$ cat src/rtl/rr_priority_encoder.sv
// Registered N-to-log2(N) priority encoder with fixed or round-robin arbitration.
// Each result is held behind a valid/ready handshake until the consumer accepts it.
module rr_priority_encoder #(
  parameter int N    = 8,
  parameter int MODE = 0,
  parameter int W    = $clog2(N)
) (
  input  logic         clk,
  input  logic         rst,
  input  logic         enable,
  input  logic [N-1:0] d_in,
  input  logic         y_ready,
  output logic         y_valid,
  output logic [W-1:0] y_out,
  output logic         y_multi
);

  // Handshake: a result transfers on any rising edge where y_valid and y_ready
  // are both high. y_ready is ignored while y_valid is low. A new result may
  // load on the same edge the previous one is accepted, so there is no bubble.

  logic         y_valid_q, y_valid_d;
  logic [W-1:0] y_out_q, y_out_d;
  logic         y_multi_q, y_multi_d;
  logic [W-1:0] ptr_q, ptr_d;

  logic         slot_free;
  logic         load;
  logic         found;
  logic [W-1:0] winner;
  logic         multi;
  int           j;

  assign slot_free = !y_valid_q || y_ready;
  assign load      = enable && (|d_in) && slot_free;
  // Clearing the lowest set bit leaves something only when two or more bits are set.
  assign multi     = |(d_in & (d_in - {{(N-1){1'b0}}, 1'b1}));

  always_comb begin
    winner = '0;
    found  = 1'b0;
    j      = 0;
    for (int i = 0; i < N; i++) begin
      if (MODE == 0) begin
        j = i;
      end else begin
        // Scan upward from ptr, wrapping straight from N-1 to 0.
        j = int'(ptr_q) + i;
        if (j >= N) j = j - N;
      end
      if (!found && d_in[j]) begin
        winner = W'(j);
        found  = 1'b1;
      end
    end
  end

  always_comb begin
    y_valid_d = y_valid_q;
    y_out_d   = y_out_q;
    y_multi_d = y_multi_q;
    ptr_d     = ptr_q;
    if (load) begin
      y_valid_d = 1'b1;
      y_out_d   = winner;
      y_multi_d = multi;
      if (MODE != 0) begin
        if (winner == W'(N - 1)) ptr_d = '0;
        else                     ptr_d = winner + W'(1);
      end
    end else if (y_valid_q && y_ready) begin
      y_valid_d = 1'b0;
    end
  end

  always_ff @(posedge clk) begin
    if (rst) begin
      y_valid_q <= 1'b0;
      y_out_q   <= '0;
      y_multi_q <= 1'b0;
      ptr_q     <= '0;
    end else begin
      y_valid_q <= y_valid_d;
      y_out_q   <= y_out_d;
      y_multi_q <= y_multi_d;
      ptr_q     <= ptr_d;
    end
  end

  assign y_valid = y_valid_q;
  assign y_out   = y_out_q;
  assign y_multi = y_multi_q;

endmodule

$ cat config.mk
export PLATFORM = sky130hd
export DESIGN_NAME = rr_priority_encoder
export DESIGN_NICKNAME = d
export VERILOG_FILES = /design/src/rtl/rr_priority_encoder.sv
export SDC_FILE = /design/constraint.sdc
export NUM_CORES = 1
export LEC_CHECK = 0
export ABC_AREA = 1
export CAP_MARGIN = 20
export CORE_AREA = 2 2 39 41
export DETAILED_ROUTE_END_ITERATION = 12
export DIE_AREA = 0 0 41 43
export PLACE_DENSITY_LB_ADDON = 0.08
export SYNTH_ARGS = -nofsm -noshare
export SYNTH_HDL_FRONTEND = slang
export SYNTH_SLANG_ARGS = --single-unit
$ cat constraint.sdc
create_clock -name clk -period 1.2 [get_ports clk]
set_input_delay 0.24 -clock clk [delete_from_list [all_inputs] [get_ports clk]]
set_output_delay 0.24 -clock clk [all_outputs]
set_load 0.02 [all_outputs]
==> results of run 1 <==
-- worst reg2reg max path, cell delays in order (launching register included) --
cell and delay [ns]:
dfxtp_1 0.31, nand2_1 0.17, nand3_2 0.15, nor2_1 0.15, nor2_2 0.04
-- final cells by class --
type | count | area [um2]
fillers | 160 | 704
multi-input cells | 48 | 269
repair buffers | 24 | 219
flip-flops and latches | 5 | 100
inverters | 12 | 45.0
clock buffers | 4 | 26.3
well taps | 16 | 20.0
-- path summary, 6_finish.rpt --
| kind | slack, ns | end | depth (start not counted) | startpoint |
|---|---|---|---|---|
| worst max register to register | 0.28 | y_out[0] | 4 | y_valid |
| worst min register to register | 0.51 | y_out[2] | 4 | y_out[2] |
| worst min-delay path | 0.51 | y_out[2] | 4 | y_out[2] |
| worst max-delay path | 0.06 | y_valid | 1 | y_valid |
-- metrics by stage --
step,hold slack [ns],area (um2),power [mW],TNS (ns)
global route,0.569,679,0.603,0
finish,0.505,679,0.558,0
global placement,0.501,626,0.371,-1.36
CTS,0.511,664,0.566,0
floorplan,0.309,385,0.269,0
detailed placement,0.506,626,0.372,-1.48
-- routing by layer --
metal  track usage, %  routed length [um]  share of wire (%)
met2             23.8                 527                 50
met1             17.4                 442                 42
met5                0                   0                  0
met4             3.33                  12                1.1
met3             8.90                  79                7.4
-- kinds of logic (layout without fill, tap and decap cells) --
kind of cell | after synthesis | count (layout)
buffers and inverters | 12 | 40
AO/OA/AOI/OAI | 8 | 8
flip-flops | 5 | 5
AND/OR/NAND/NOR | 39 | 40
-- Yosys cell counts (all sizes together) --
| cell type | number |
|---|---|
| o22ai | 1 |
| nand2 | 18 |
| nand3 | 4 |
| nor2 | 15 |
| a21oi | 2 |
| a31oi | 1 |
| inv | 12 |
| nand4 | 2 |
| o21ai | 4 |
| dfxtp | 5 |
-- flip-flops by register name, indices dropped and copies added (netlist names) --
signal and cells:
y_valid 1, y_out 3, y_multi 1
-- report_power, final --
group          internal, mW  leakage (nW)  switching (mW)
Clock                 0.126        0.0150          0.0688
Combinational        0.0823         0.329          0.0959
Sequential            0.179        0.0415         0.00521
Total                 0.387         0.385           0.170
-- what timing repair did --
| item | CTS | global route |
|---|---|---|
| buffers inserted | 0 | 0 |
| pin swaps | 3 | 1 |
| cloned | 1 | 0 |
| gates resized for setup | 12 | 5 |
| setup endpoints to repair | 9 | 4 |
==> flow_summary.yaml, run 1 <==
run_status:
  outcome: "finished clean"
clock_network:
  cts_tree: "done"
  clk_pin_slew_worst_paths_ns: 0.04
  cts.hold.buffers_added: 0
  cts_sinks: 5
  cts_buffers: 3
  clockBufferDepth: 2
  clock_latency_ns: 0.24
  clockRootBuffer: "clkbuf_4"
  htree_levels: 1
pwr:
  p_per_area_nw_per_um2: 821
  ir_drop_mv: 0.546
  leakage_nw: 0.385
synth:
  ys_seq_area_share_pct: 26.0
  yosys-top-cells-area: "dfxtp_1, nand2_1, inv_1"
  synth_nets: 76
  synth_top_area_cell: "dfxtp_1"
  ys_seq_elements: 5
  synth_top_family_by_area: "simple AND/OR/NAND/NOR gates"
  synth_top_area_share_pct: 26.0
  synth_compound_area_share_pct: 11.0
  yosysUniqueCellTypes: 16
  ys_warn_count: 0
  synth_cells: 64
  synth.avg_cell_area_um2: 6.02
  synth_adder_area_share_pct: 0
  syn-cell-area_um2: 385
  synthSimpleGateAreaFrac_pct: 51.3
  synth_xor_area_share_pct: 0
  synthMuxAreaShare_pct: 0
timing:
  fin_ws_ns: 0.0605
  rsz0062_at_grt: "false"
  drv_slew: 0
  timing.slew.headroom_pct: 86.8
  timing.fmax_mhz: 878
  clock_skew_ns: 0.000954
  fin_crit_sh_pct: 95.0
  timing.final.crit_period_ns: 1.14
  finalHoldViolCount: 0
  tightest_slew_ns: 0.198
  setup_viol: 0
global_routing:
  antenna_found_initial: 0
  grt_pass1_vias: 473
  grt_start_max_net_pins: 7
  grt_usage_pct: 15.3
  grt_overflow: 0
  grt_pass1_wl_um: 1850
routing:
  routed_via_density: 4.56
  ant_nets: 0
  drt_iter0_drc: 5
  wl_um: 1060
  vias: 497
  first_pass_iters: 4
  drc: 0
  wl_per_cell_um: 9.74
floorplan:
  die-area_um2: 1760
  rows: 14
  initial_core_util_pct: 27.8
  design.core.area_um2: 1380
  ioPinCount: 17
  die_x_um: 41
  chipHeight_um: 43
finish:
  drive_above_1_share_pct: 21.5
  n_antenna_cell: 0
  area_growth_syn_to_layout_pct: 76.3
  nNetsFinal: 106
  fin_util_pct: 49.1
  final_cell_mix: "nand2_1, inv_1, nor2_1, dlygate4sd2_1, buf_4"
  final_common_cell: "nand2_1"
  instances_no_fill: 109
critical_path:
  critical_path_class: "flip-flop to output port"
  arrival_ns: 0.90
  slowest_delay_ns: 0.33
  crit_family: "flip-flops"
  crit_chain: "dlygate4sd2_1"
  cp-start-kind: "flip-flop"
  worstPathMaxFanout: 2
  slowest_stage: "dfxtp_1"
  end_kind: "output port"
  critPathRequiredTime_ns: 0.96
  cp.buffers_inverters: 1
placed_design:
  dp.cells: 104
  dp_hpwl_um: 756
  post-place-ws_ns: -0.320
  io_buffers: 16
  gp_congestion: 0.782
run:
  cap_violations: 0
worst_hold_path:
  min_path_type: "flip-flop to flip-flop"
(Power assumes the default switching activity.)
==> run 2, diff against run 1 <==
--- a/config.mk
+++ b/config.mk
@@ -8,9 +8,11 @@
 export ABC_AREA = 1
 export CAP_MARGIN = 20
 export CORE_AREA = 2 2 39 41
+export CTS_BUF_LIST = sky130_fd_sc_hd__clkbuf_16
 export DETAILED_ROUTE_END_ITERATION = 12
 export DIE_AREA = 0 0 41 43
 export PLACE_DENSITY_LB_ADDON = 0.08
+export SLEW_MARGIN = 20
 export SYNTH_ARGS = -nofsm -noshare
 export SYNTH_HDL_FRONTEND = slang
 export SYNTH_SLANG_ARGS = --single-unit
==> run 2 against run 1 <==
First-iteration DRC count rose by 20%. Final cell count unchanged. Critical path type unchanged. Via count fell by 2.0%. Non-clock buffer count is the same. Hold slack worse by 0.0013 ns. Design area is 7.7% higher. Sequential power about the same. Worst setup slack better by 0.021 ns. Die area unchanged. Global-route usage is 0.20 points lower. Largest cell class unchanged.
==> flow_summary.yaml, run 2 (same netlist as run 1, synthesis figures left out) <==
pwr:
  combPwrFrac_pct: 19.9
  p_per_area_nw_per_um2: 1220
  seq_power_share_pct: 20.7
  pwr-share-clk_pct: 59.4
  leakage_nw: 0.412
  swShare_pct: 22.5
  ir_drop_mv: 0.926
  design_power_total_uw: 894
  p_switching_uw: 201
  power.internal_uw: 693
floorplan:
  die-area_um2: 1760
  chipHeight_um: 43
  initial_core_util_pct: 27.8
  rows: 14
  ioPinCount: 17
  design.core.area_um2: 1380
  die_x_um: 41
timing:
  clock_skew_ns: 0.000541
  finalHoldViolCount: 0
  fin_tns_setup_ns: 0
  timing.final.crit_period_ns: 1.12
  tightest_slew_ns: 0.210
  timing.slew.headroom_pct: 86.0
  timing.fmax_mhz: 894
  drv_slew: 0
  rsz0062_at_grt: "false"
  setup_viol: 0
  fin_crit_sh_pct: 93.2
placed_design:
  dp_hpwl_um: 756
  io_buffers: 16
  gp_congestion: 0.782
  dp.cells: 104
critical_path:
  cp-start-kind: "flip-flop"
  r2r-start: "y_valid"
  end_kind: "output port"
  worstPathMaxFanout: 2
  cp.buffers_inverters: 1
  arrival_ns: 0.88
  slowest_delay_ns: 0.33
  crit_chain: "dlygate4sd2_1"
  crit_family: "buffers and inverters"
  cp-startpoint: "y_valid"
  critPathRequiredTime_ns: 0.96
  r2r_setup_slack_ns: 0.29
  critical_path_class: "flip-flop to output port"
  slowest_stage: "dlygate4sd2_1"
finish:
  largest_register_ffs: 3
  area_growth_syn_to_layout_pct: 89.9
  final_common_cell: "nand2_1"
  nNetsFinal: 106
  drive_above_1_share_pct: 21.5
  instances_no_fill: 109
  final_cell_mix: "nand2_1, inv_1, nor2_1, dlygate4sd2_1, buf_4"
  n_antenna_cell: 0
routing:
  drt_iter0_drc: 6
  first_pass_iters: 4
  wl_um: 1040
  wl_per_cell_um: 9.53
  routed_via_density: 4.47
  ant_nets: 0
  drc: 0
  vias: 487
clock_network:
  cts_buffers: 3
  cts_tree: "done"
  clockBufferDepth: 2
  clk_pin_slew_worst_paths_ns: 0.03
  cts_sinks: 5
  post_cts_buffers: 0
  htree_levels: 1
  clock_latency_ns: 0.22
  clockRootBuffer: "clkbuf_16"
global_routing:
  grt_overflow: 0
  grt_usage_pct: 15.1
  grt_pass1_vias: 474
  antenna_found_initial: 0
  grt_start_max_net_pins: 7
  grt_pass1_wl_um: 1820
run:
  cap_violations: 0
run_status:
  outcome: "finished clean"
worst_hold_path:
  min_path_type: "flip-flop to flip-flop"
  hp-start: "y_out[2]"
[run 2: cell types whose count changed in the layout (fill, tap and decap cells not counted)]
cell / before / now
clkbuf_16: 0 / 3
clkbuf_4: 3 / 0
clkbuf_1: 1 / 0
inv_1: 12 / 13
[run 2: final timing paths]
path | end | cells after the start
worst min register to register | y_out[2] | 4
worst max-delay path | y_valid | 1
worst min-delay path | y_out[2] | 4
worst max register to register | y_out[0] | 4
[run 2: cell type report]
cell class	count	area, um2
Fill cell	151	652
Sequential cell	5	100
Multi-Input combinational cell	48	269
Clock buffer	3	75.1
Timing Repair Buffer	24	219
Inverter	12	45.0
Clock inverter	1	3.75
Tap cell	16	20.0
[run 2: repair_timing]
| action | CTS | global route |
|---|---|---|
| hold buffers | 0 | 0 |
| setup endpoints to repair | 10 | 4 |
| pin swaps | 3 | 1 |
| gates resized for setup | 13 | 4 |
| gates cloned | 1 | 0 |
[run 2: routing by layer]
metal,global-route usage (%),up-vias,share of wire [%]
met5,0,-,0
met4,3.33,0,1.2
met3,8.90,2,6.8
met2,23.8,14,49
met1,16.8,209,43
li1,-,262,-
[run 2: power by group through the flow]
stage	Sequential [mW]	Clock [mW]	Combinational (mW)
2_1_floorplan	0.204	0	0.0649
3_5_place_dp	0.188	0	0.184
5_1_grt	0.187	0.558	0.200
6_report	0.185	0.531	0.178
4_1_cts	0.185	0.541	0.181
3_3_place_gp	0.188	0	0.183
[run 2: worst register-to-register path, stage by stage, from the launching register on]
cell and delay, ns:
dfxtp_1 0.30, nand2_1 0.17, nand3_2 0.14, nor2_1 0.15, nor2_2 0.04
[run 2: stage by stage]
step                      utilization (%)  worst slack [ns]  cell area [um2]  hold WS, ns
after floorplan                         -             0.254              385        0.309
after global placement               45.2            -0.296              626        0.501
after detailed placement             45.2            -0.320              626        0.506
after CTS                            52.2           0.00729              722        0.509
after global routing                 52.9            0.0350              732        0.569
final                                52.9            0.0818              732        0.504
==> run 3, diff against run 2 <==
--- a/config.mk
+++ b/config.mk
@@ -12,6 +12,7 @@
 export DETAILED_ROUTE_END_ITERATION = 12
 export DIE_AREA = 0 0 41 43
 export PLACE_DENSITY_LB_ADDON = 0.08
+export RECOVER_POWER = 25
 export SLEW_MARGIN = 20
 export SYNTH_ARGS = -nofsm -noshare
 export SYNTH_HDL_FRONTEND = slang
==> results of run 3 <==
No change in the layout: final DEF, timing and power equal those of run 2.
